[src/rtl/counter_pkg.sv]
// Shared definitions for the counter load controller.
// Contents: controller state encoding and default WIDTH / REP_W sizes.
// No ports.
package counter_pkg;

    typedef enum logic [1:0] {
        StIdle = 2'd0,
        StLoad = 2'd1,
        StRun  = 2'd2,
        StHold = 2'd3
    } state_e;

    localparam int unsigned DEF_WIDTH = 4;
    localparam int unsigned DEF_REP_W = 8;

endpackage

[src/rtl/load_ctrl_reps.sv]
// Wrap tally for the counter load controller.
// Counts completed periods modulo 2^REP_W and flags when the next wrap hits the target.
// Ports:
//   clock      in   1      posedge clock
//   clear      in   1      synchronous active-high reset
//   restart    in   1      zero the tally (start from IDLE)
//   wrap       in   1      a period completed this cycle; increment
//   reps       in   REP_W  repetition target, 0 = no target
//   wraps      out  REP_W  registered tally
//   burst_hit  out  1      the increment happening now reaches a non-zero target
module load_ctrl_reps
    import counter_pkg::*;
#(
    parameter int unsigned REP_W = DEF_REP_W
) (
    input  logic             clock,
    input  logic             clear,
    input  logic             restart,
    input  logic             wrap,
    input  logic [REP_W-1:0] reps,
    output logic [REP_W-1:0] wraps,
    output logic             burst_hit
);

    logic [REP_W-1:0] wraps_q;
    logic [REP_W-1:0] wraps_inc;

    assign wraps_inc = wraps_q + REP_W'(1);

    always_ff @(posedge clock) begin
        if (clear) begin
            wraps_q <= '0;
        end else if (restart) begin
            wraps_q <= '0;
        end else if (wrap) begin
            wraps_q <= wraps_inc;
        end
    end

    // Looks at the post-increment value so the top can leave on the same edge.
    assign burst_hit = (reps != '0) && (wraps_inc == reps);
    assign wraps     = wraps_q;

endmodule

[src/rtl/counter_load_ctrl.sv]
// Upstream controller that turns a loadable up-counter into a programmable-period
// tick generator: load the reload value, count to all-ones, reload, repeat.
// Optional feature macro: LOAD_CTRL_BURST_EN (stop after reps periods, pulse done).
// Ports:
//   clock   in   1      posedge clock
//   clear   in   1      synchronous active-high reset, highest priority
//   start   in   1      begin from IDLE, resume from HOLD
//   stop    in   1      pause from LOAD/RUN, abort from HOLD; beats start
//   reload  in   WIDTH  counter start value, captured on start from IDLE
//   reps    in   REP_W  repetition target (burst build only)
//   carry   in   1      counter terminal count
//   count   out  1      counter enable
//   load    out  1      counter load strobe
//   inp     out  WIDTH  counter load data
//   tick    out  1      one-cycle pulse per completed period
//   busy    out  1      high in LOAD, RUN, HOLD
//   done    out  1      one-cycle pulse when a burst completes
//   wraps   out  REP_W  completed periods since last start from IDLE
module counter_load_ctrl
    import counter_pkg::*;
#(
    parameter int unsigned WIDTH = DEF_WIDTH,
    parameter int unsigned REP_W = DEF_REP_W
) (
    input  logic             clock,
    input  logic             clear,
    input  logic             start,
    input  logic             stop,
    input  logic [WIDTH-1:0] reload,
    input  logic [REP_W-1:0] reps,
    input  logic             carry,
    output logic             count,
    output logic             load,
    output logic [WIDTH-1:0] inp,
    output logic             tick,
    output logic             busy,
    output logic             done,
    output logic [REP_W-1:0] wraps
);

    state_e           state_q, state_d;
    logic [WIDTH-1:0] inp_q, inp_d;
    logic             count_q, load_q, tick_q, busy_q, done_q;
    logic             tick_d, done_d;
    logic             restart, wrap, burst_hit, burst_stop;

    load_ctrl_reps #(
        .REP_W (REP_W)
    ) u_reps (
        .clock     (clock),
        .clear     (clear),
        .restart   (restart),
        .wrap      (wrap),
        .reps      (reps),
        .wraps     (wraps),
        .burst_hit (burst_hit)
    );

`ifdef LOAD_CTRL_BURST_EN
    assign burst_stop = burst_hit;
`else
    logic unused_burst;
    assign burst_stop   = 1'b0;
    assign unused_burst = ^{reps, burst_hit};
`endif

    always_comb begin
        state_d = state_q;
        inp_d   = inp_q;
        restart = 1'b0;
        wrap    = 1'b0;
        tick_d  = 1'b0;
        done_d  = 1'b0;
        unique case (state_q)
            StIdle: begin
                if (start && !stop) begin
                    state_d = StLoad;
                    inp_d   = reload;
                    restart = 1'b1;
                end
            end
            StLoad: begin
                state_d = stop ? StHold : StRun;
            end
            StRun: begin
                if (stop) begin
                    state_d = StHold;
                end else if (carry) begin
                    // Counter wraps to 0 on this edge; reload on the next.
                    wrap   = 1'b1;
                    tick_d = 1'b1;
                    if (burst_stop) begin
                        state_d = StIdle;
                        done_d  = 1'b1;
                    end else begin
                        state_d = StLoad;
                    end
                end
            end
            StHold: begin
                if (stop) begin
                    state_d = StIdle;
                end else if (start) begin
                    state_d = StRun;
                end
            end
            default: state_d = StIdle;
        endcase
    end

    // Outputs are registered as a function of the next state.
    always_ff @(posedge clock) begin
        if (clear) begin
            state_q <= StIdle;
            inp_q   <= '0;
            count_q <= 1'b0;
            load_q  <= 1'b0;
            tick_q  <= 1'b0;
            busy_q  <= 1'b0;
            done_q  <= 1'b0;
        end else begin
            state_q <= state_d;
            inp_q   <= inp_d;
            count_q <= (state_d == StRun);
            load_q  <= (state_d == StLoad);
            tick_q  <= tick_d;
            busy_q  <= (state_d != StIdle);
            done_q  <= done_d;
        end
    end

    assign count = count_q;
    assign load  = load_q;
    assign inp   = inp_q;
    assign tick  = tick_q;
    assign busy  = busy_q;
    assign done  = done_q;

endmodule
[config.mk]
export PLATFORM = sky130hd
export DESIGN_NAME = counter_load_ctrl
export DESIGN_NICKNAME = d
export VERILOG_FILES = /design/src/rtl/counter_pkg.sv /design/src/rtl/load_ctrl_reps.sv /design/src/rtl/counter_load_ctrl.sv
export SDC_FILE = /design/constraint.sdc
export NUM_CORES = 1
export LEC_CHECK = 0
export ABC_CLOCK_PERIOD_IN_PS = 2860
export BUFFER_PORTS_ARGS = -buffer_cell sky130_fd_sc_hd__buf_2
export CORE_MARGIN = 2
export CORE_UTILIZATION = 49
export CTS_CLUSTER_DIAMETER = 40
export CTS_CLUSTER_SIZE = 12
export DETAILED_ROUTE_END_ITERATION = 6
export GPL_ROUTABILITY_DRIVEN = 0
export PLACE_DENSITY = 0.88
export SKIP_CTS_REPAIR_TIMING = 1
export SLEW_MARGIN = 40
export SYNTH_ARGS = -nofsm -noshare
export SYNTH_HDL_FRONTEND = slang
export SYNTH_SLANG_ARGS = --single-unit
[constraint.sdc]
create_clock -name clock -period 2.86 [get_ports clock]
set_input_delay 0.286 -clock clock [delete_from_list [all_inputs] [get_ports clock]]
set_output_delay 0.286 -clock clock [all_outputs]
set_load 0.1 [all_outputs]
==> flow_summary.toml, run 1 <==
[global_route]
grt_pass1_vias = 657
grt_max_degree = 15
grt_overflow = 0
grt_pass1_wl_um = 2680
track_usage_pct = 18.4
antenna_found_initial = 0

[hold_path]
hp-class = "input pin to flip-flop"
worstHoldStart = "reload[2]"

[setup_path]
worst-path-buf-inv = 0
endpoint_kind = "flip-flop"
startpoint_type = "flip-flop"
timing.rr.start = "state_q[0]"
slowest_delay_ns = 0.55
path_cells = "nand4bb_4 > or4_1 > a21oi_1"
worstSetupPathType = "flip-flop to flip-flop"
cp_slowest_cell = "or4_1"
required_ns = 3.10
cp_max_fo = 14
cp_top_family = "simple AND/OR/NAND/NOR gates"
crit_start = "state_q[0]"
cp.arrival_ns = 1.77

[placed_design]
dp.cells = 125
port_buffers = 24
dp_hpwl_um = 1170
dpl_worst_slack_ns = 1.32
placed_area_um2 = 913

[drt]
first_pass_iters = 5
drc_errors = 0
avgViaCountPerCell = 5.51
drt_wl_total_um = 1570
drt-initial-drc-count = 14
num_vias = 711
ant_nets = 0
wire_per_inst_um = 12.2

[yosys]
synth_edf_count = 0
ys.flop_type = "dfxtp_1"
synth_area_um2 = 798
syn-mean-instance-area_um2 = 8.87
syn-num-nets = 108
synth_area_leader_cell = "dfxtp_1"
synthArstFlopShare_pct = 0
synth_warnings = 0
ys_types = 33
synth_seq_cells = 18
synthDominantCellAreaShare_pct = 45.1
synth.area.top_cells = "dfxtp_1, a21oi_1, nand2_1, nand4bb_4, or3_1"
ys_seq_area_share_pct = 45.1
synthesis.instances = 90

[run_status]
status = "finished, final reports clean"

[finish]
multi_input_area_um2 = 398
fin_nets = 132
fillers = 133
syn2layout_area_growth_pct = 19.0
most-common-layout-cells = "buf_2, dfxtp_1, nand2_1"
final_common_cell = "buf_2"
post_route_cells_drive_above_1_share_pct = 27.4
postLayoutCoreUtil_pct = 62.3
antenna_cells = 0
regArea_um2 = 360
fin_cells = 129
fin_area_um2 = 950

[floorplan]
core_area_mm2 = 0.00152
start_util_pct = 52.4
dieArea_mm2 = 0.00197
rows = 14
ios = 34
die_w_um = 44.4
die_y_um = 44.4

[pwr]
p_switching_mw = 0.177
comb_power_share_pct = 21.1
leakage_nw = 0.400
power_density_mw_per_mm2 = 570
pwr-share-seq_pct = 49.8
finalPower_mw = 0.542
internal-power_mw = 0.365
p_sw_share_pct = 32.7
ir_worst_vdd_mv = 0.364
p_clk_share_pct = 29.1

[cts]
clockBufferDepth = 2
clk-insertion-delay-late_ns = 0.30
clock-root-buffer = "clkbuf_4"
worst_setup_hold_path_clk_slew_ns = 0.11
cts.sinks = 18
htreeDepth = 1
numCtsBuffers = 3
cts_tree = "yes"

[timing]
finalHoldViolations = 0
final.setup.tns_ns = 0
clock.fmax_mhz = 652
setup_ws_ns = 1.33
skew_ns = 0.00880
rsz0062_at_grt = "false"
relSlewSlack_pct = 43.8
setup-violations-final = 0
fin_crit_ns = 1.53
holdWs_ns = 0.206
worst_pin_slew_ns = 0.831
period_share_pct = 53.6
slew_viol_final = 0

[flow_run]
maxCapViolations = 0
==> per-layer routing <==
layer | routed length (µm) | track usage (%) | vias up
li1 | - | - | 360
met1 | 701 | 21.1 | 327
met2 | 782 | 31.5 | 22
met3 | 76 | 6.12 | 2
met4 | 11 | 7.27 | 0
met5 | 0 | 0 | -
==> flip-flops by register name, indices dropped and copies added, names as in the netlist <==
| register | count |
|---|---|
| inp | 4 |
| tick | 1 |
| u_reps.wraps | 8 |
| load | 1 |
| state_q | 2 |
| count | 1 |
| busy | 1 |
==> power by group through the flow <==
stage / clock (mW) / combinational (mW) / sequential [mW]
after global placement: 0 / 0.112 / 0.275
final: 0.158 / 0.114 / 0.270
after floorplan: 0 / 0.0424 / 0.328
after detailed placement: 0 / 0.114 / 0.275
after CTS: 0.162 / 0.114 / 0.270
after global routing: 0.176 / 0.121 / 0.272
==> final timing paths <==
| kind | end | slack [ns] | depth (start not counted) |
|---|---|---|---|
| max | u_reps.wraps[5] | 1.33 | 3 |
| min | inp[2] | 0.21 | 3 |
| max reg2reg | u_reps.wraps[5] | 1.33 | 3 |
| min reg2reg | inp[2] | 0.46 | 2 |
==> worst register-to-register path: stages (launching register included) <==
cell and delay, ns:
dfxtp_1 0.40, nand4bb_4 0.37, or4_1 0.56, a21oi_1 0.15
==> cell usage after synthesis, types with 2 or more instances <==
cell type and instances:
nand2_1 11, nor2b_1 2, or4_1 2, nand2b_1 2
dfxtp_1 18, inv_1 4, buf_2 2, nand3_1 4
o31ai_1 2, o21ai_0 3, clkbuf_1 2, a21oi_1 9
nor2_1 5, mux2i_1 2, or3_1 4
==> cells by family after synthesis <==
logic type                 Yosys count  synth area share [%]
and+or+nand+nor                     37                  28.1
DFF                                 18                  45.1
adders and majority gates            1                  1.57
buffers and inverters                9                  5.02
AOI/OAI and AO/OA                   20                  15.0
xor gates and xnor gates             2                  2.19
other                                1                 0.470
muxes                                2                  2.51
==> final cells by class <==
type / count / area share [%]
Tap cell: 16 / 2.11
Clock buffer: 4 / 3.82
Timing Repair Buffer: 24 / 12.6
Sequential cell: 18 / 37.9
Inverter: 4 / 1.58
Multi-Input combinational cell: 63 / 41.9
No activity file was read; power rests on OpenSTA's default activity.
==> run 2: changes to the inputs <==
ABC_AREA = 1   (was default)
ABC_CLOCK_PERIOD_IN_PS = 1360   (was 2860)
CORE_ASPECT_RATIO = 1.4   (was default)
CORE_UTILIZATION = 41   (was 49)
PLACE_DENSITY = 0.78   (was 0.88)
clock period = 1.36 ns   (was 2.86 ns; I/O delays follow)
==> flow_summary.toml, run 2 <==
[yosys]
synth_common_cells = "nand2_1, dfxtp_1, nor2_1"
synth_edf_count = 0
synth_warnings = 0
synth.area.top_cells = "dfxtp_1, nand2_1, nor2_1, inv_1, a21oi_1"
synth_area_leader_cell = "dfxtp_1"
ys_types = 22
ys_seq_area_share_pct = 43.4
syn-num-nets = 131
synth.most_common_cell = "nand2_1"
synthDominantCellAreaShare_pct = 43.4
synth_area_um2 = 830
syn-mean-instance-area_um2 = 7.34
synth_seq_cells = 18
synthesis.instances = 113
ys.flop_type = "dfxtp_1"
synthArstFlopShare_pct = 0

[drt]
drt_wl_total_um = 1660
first_pass_iters = 4
avgViaCountPerCell = 4.87
drc_errors = 0
ant_nets = 0
drt-initial-drc-count = 10
num_vias = 784
wire_per_inst_um = 10.3

[timing]
rsz0062_at_grt = "false"
fin_crit_ns = 1.23
slew_viol_final = 0
clock.fmax_mhz = 813
final.setup.tns_ns = 0
setup-violations-final = 0
skew_ns = 0.00107
period_share_pct = 90.5
finalHoldViolations = 0

[global_route]
grt_pass1_wl_um = 2860
antenna_found_initial = 0
grt_pass1_vias = 744
track_usage_pct = 15.0
grt_overflow = 0
grt_max_degree = 11

[finish]
antenna_cells = 0
syn2layout_area_growth_pct = 22.0
postLayoutCoreUtil_pct = 52.6
multi_input_area_um2 = 402
largest_reg_flops = 8
final_common_cell = "buf_2"
most-common-layout-cells = "buf_2, nand2_1, nor2_1"
regArea_um2 = 378
post_route_cells_drive_above_1_share_pct = 35.0
fillers = 209
fin_nets = 159

[cts]
cts.sinks = 18
clockBufferDepth = 2
clock-root-buffer = "clkbuf_4"
clk-insertion-delay-late_ns = 0.29
worst_setup_hold_path_clk_slew_ns = 0.10
numCtsBuffers = 3
htreeDepth = 1
cts_tree = "yes"

[floorplan]
start_util_pct = 43.1
die_w_um = 42.0
rows = 19
ios = 34
die_y_um = 57.2
core_area_mm2 = 0.00193
dieArea_mm2 = 0.00240

[run_status]
status = "finished, final reports clean"

[setup_path]
path_cells = "buf_2"
worst-path-buf-inv = 1
timing.rr.start = "state_q[0]"
required_ns = 1.22
cp_top_family = "buffers and inverters"
cp.arrival_ns = 1.09
slowest_delay_ns = 0.43
startpoint_type = "flip-flop"
crit_start = "u_reps.wraps[4]"
cp_max_fo = 5
endpoint_kind = "output pin"
r2r_slack_ns = 0.18
cp_slowest_cell = "buf_2"
worstSetupPathType = "flip-flop to output pin"

[placed_design]
port_buffers = 24
dp_hpwl_um = 1350

[pwr]
ir_worst_vdd_mv = 0.707
leakage_nw = 0.510
power_density_mw_per_mm2 = 1110

[hold_path]
worstHoldStart = "clear"
hp-class = "input pin to flip-flop"

[flow_run]
maxCapViolations = 0
==> run 2: changes by cell type in the layout (fill, tap and decap cells not counted), moves of 3 or more <==
cell	before	now
dfxtp_2	0	5
dfxtp_4	0	3
or3_1	4	0
inv_1	4	11
nor2_2	0	3
o21ai_0	3	7
inv_2	0	5
nand2_1	11	23
nand4_1	0	3
nor2_1	5	17
dfxtp_1	18	10
==> run 2: cell families after synthesis <==
| group | after synthesis | share of synthesized area, % |
|---|---|---|
| other | 1 | 0.452 |
| DFF | 18 | 43.4 |
| xor gates and xnor gates | 1 | 1.06 |
| adders and majority gates | 1 | 1.51 |
| buffers and inverters | 17 | 8.15 |
| and+or+nand+nor | 59 | 35.0 |
| AOI/OAI and AO/OA | 16 | 10.4 |
==> run 2: path summary, 6_finish.rpt <==
check / endpoint / depth (start not counted)
worst min register to register: inp[0] / 2
worst max-delay path: wraps[4] / 1
worst min-delay path: tick / 2
worst max register to register: u_reps.wraps[3] / 6
==> run 2: through the flow <==
stage	hold slack, ns	setup WS [ns]	area [µm²]	total power, mW	instances
floorplan	0.208	0.0314	847	0.817	113
global placement	0.388	0.239	986	0.862	157
detailed placement	0.391	0.196	986	0.868	157
CTS	0.0727	0.113	1010	1.13	161
global route	0.0977	0.0674	1010	1.16	161
finish	0.0826	0.129	1010	1.12	161
==> run 2: layout make-up <==
type | instances | share of cell area, %
clock buffer | 3 | 2.22
clock inverter | 1 | 0.371
inverter | 16 | 5.93
multi-input combinational | 78 | 39.7
sequential | 18 | 37.3
tap | 21 | 2.60
timing repair buffer | 24 | 11.9
==> run 2: where the power goes <==
part           switching [mW]  internal [mW]
sequential             0.0136          0.548
clock                   0.158          0.107
combinational           0.243         0.0501
==> run 2: per-layer routing <==
layer	vias up	track usage, %	wire (µm)
met2	22	28.1	899
met4	0	8.04	14
met5	-	0	0
met1	354	16.1	654
li1	406	-	-
met3	2	1.90	86
==> run 3: changes to the inputs <==
GPL_TIMING_DRIVEN = 0   (was default)
REMOVE_ABC_BUFFERS = 1   (was default)
==> flow_summary.toml, run 3 (synthesis gave the netlist of run 2 again) <==
[setup_path]
endpoint_kind = "output pin"
worst-path-buf-inv = 1
cp_max_fo = 5
startpoint_type = "flip-flop"
cp_slowest_cell = "buf_2"
r2r_end = "u_reps.wraps[4]"
slowest_delay_ns = 0.45
r2r_slack_ns = 0.18
path_cells = "buf_2"
cp.arrival_ns = 1.16
cp_top_family = "buffers and inverters"
reg2reg_depth = 6
timing.rr.start = "u_reps.wraps[1]"
worstSetupPathType = "flip-flop to output pin"
required_ns = 1.22

[cts]
cts.sinks = 18
clock-root-buffer = "clkbuf_4"
cts_tree = "yes"
clk-insertion-delay-late_ns = 0.29
worst_setup_hold_path_clk_slew_ns = 0.10
numCtsBuffers = 3
clockBufferDepth = 2
htreeDepth = 1

[global_route]
grt_overflow = 0
grt-busiest-layer = "met2"
antenna_found_initial = 0
grt_max_degree = 11
grt_util_met2_pct = 29.9
grt_pass1_wl_um = 2930
grt_util_met3_pct = 4.11
grtUsageMet1_pct = 16.4
track_usage_pct = 15.9
grt_pass1_vias = 720

[hold_path]
hp-class = "input pin to flip-flop"
hold_depth = 2
worstHoldStart = "clear"
hold_end = "tick"

[timing]
finalHoldViolations = 0
clock.fmax_mhz = 771
fin_crit_ns = 1.30
skew_ns = 0.00286
setup_ws_ns = 0.0628
slew_viol_final = 0
setup-violations-final = 0
period_share_pct = 95.4
rsz0062_at_grt = "false"

[floorplan]
die_w_um = 42.0
core_area_mm2 = 0.00193
die_y_um = 57.2
start_util_pct = 43.1
rows = 19
ios = 34
dieArea_mm2 = 0.00240

[flow_run]
maxCapViolations = 0

[finish]
fin_nets = 159
antenna_cells = 0
final_common_cell = "nand2_1"
postLayoutCoreUtil_pct = 52.6
most-common-layout-cells = "nand2_1, buf_2, dfxtp_1"
fin_area_mm2 = 0.00101
fin_cells = 161
largest_reg_flops = 8
syn2layout_area_growth_pct = 22.0
post_route_cells_drive_above_1_share_pct = 30.7
fillers = 198

[pwr]
leakage_nw = 0.506
finalPower_mw = 1.19
ir_worst_vdd_mv = 0.780
power_density_mw_per_mm2 = 1170

[drt]
drt-initial-drc-count = 6
first_pass_iters = 4
avgViaCountPerCell = 4.89
ant_nets = 0
wire_per_inst_um = 10.5
num_vias = 788
drt_wl_total_um = 1700
drc_errors = 0

[placed_design]
dpl_worst_slack_ns = 0.178
placed_area_um2 = 968
port_buffers = 24
dp.cells = 157
dp_hpwl_um = 1390

[run_status]
status = "finished, final reports clean"
run 3: cell count changes in the layout (fill, tap and decap cells not counted), moves of 2 or more:
cell,delta
buf_2,-2
clkbuf_4,+2
dfxtp_1,+8
dfxtp_2,-5
dfxtp_4,-3
run 3: final cells by class:
type	count	area, µm²	area share [%]
multi-input combinational	78	404	39.9
sequential	18	360	35.6
timing repair buffer	24	125	12.4
inverter	16	60.1	5.93
clock buffer	4	36.3	3.58
tap	21	26.3	2.60
run 3: worst max path at each step:
stage | start | endpoint | slack [ns] | cells after the start
6_report | u_reps.wraps[6] | wraps[6] | 0.06 | 1
3_5_place_dp | u_reps.wraps[1] | u_reps.wraps[4] | 0.18 | 6
5_1_grt | u_reps.wraps[6] | wraps[6] | 0.01 | 1
3_3_place_gp | u_reps.wraps[1] | u_reps.wraps[4] | 0.21 | 6
2_1_floorplan | u_reps.wraps[1] | u_reps.wraps[4] | -0.50 | 6
4_1_cts | u_reps.wraps[3] | wraps[3] | 0.05 | 1
run 3: report_power, final:
part	switching, mW	total [mW]	internal, mW	leakage, nW
Clock	0.164	0.327	0.163	0.0210
Sequential	0.0132	0.567	0.554	0.146
Combinational	0.244	0.294	0.0501	0.339
run 3: stage by stage:
stage / hold slack, ns / setup TNS [ns]
2_1_floorplan: 0.208 / -2.82
3_3_place_gp: 0.388 / 0
3_5_place_dp: 0.392 / 0
4_1_cts: 0.0745 / 0
5_1_grt: 0.0683 / 0
6_report: 0.0848 / 0
run 3: per-layer routing:
metal	wire length, µm	part of all wire (%)
met5	0	0
met4	19	1.1
met3	99	5.8
met2	877	52
met1	702	41
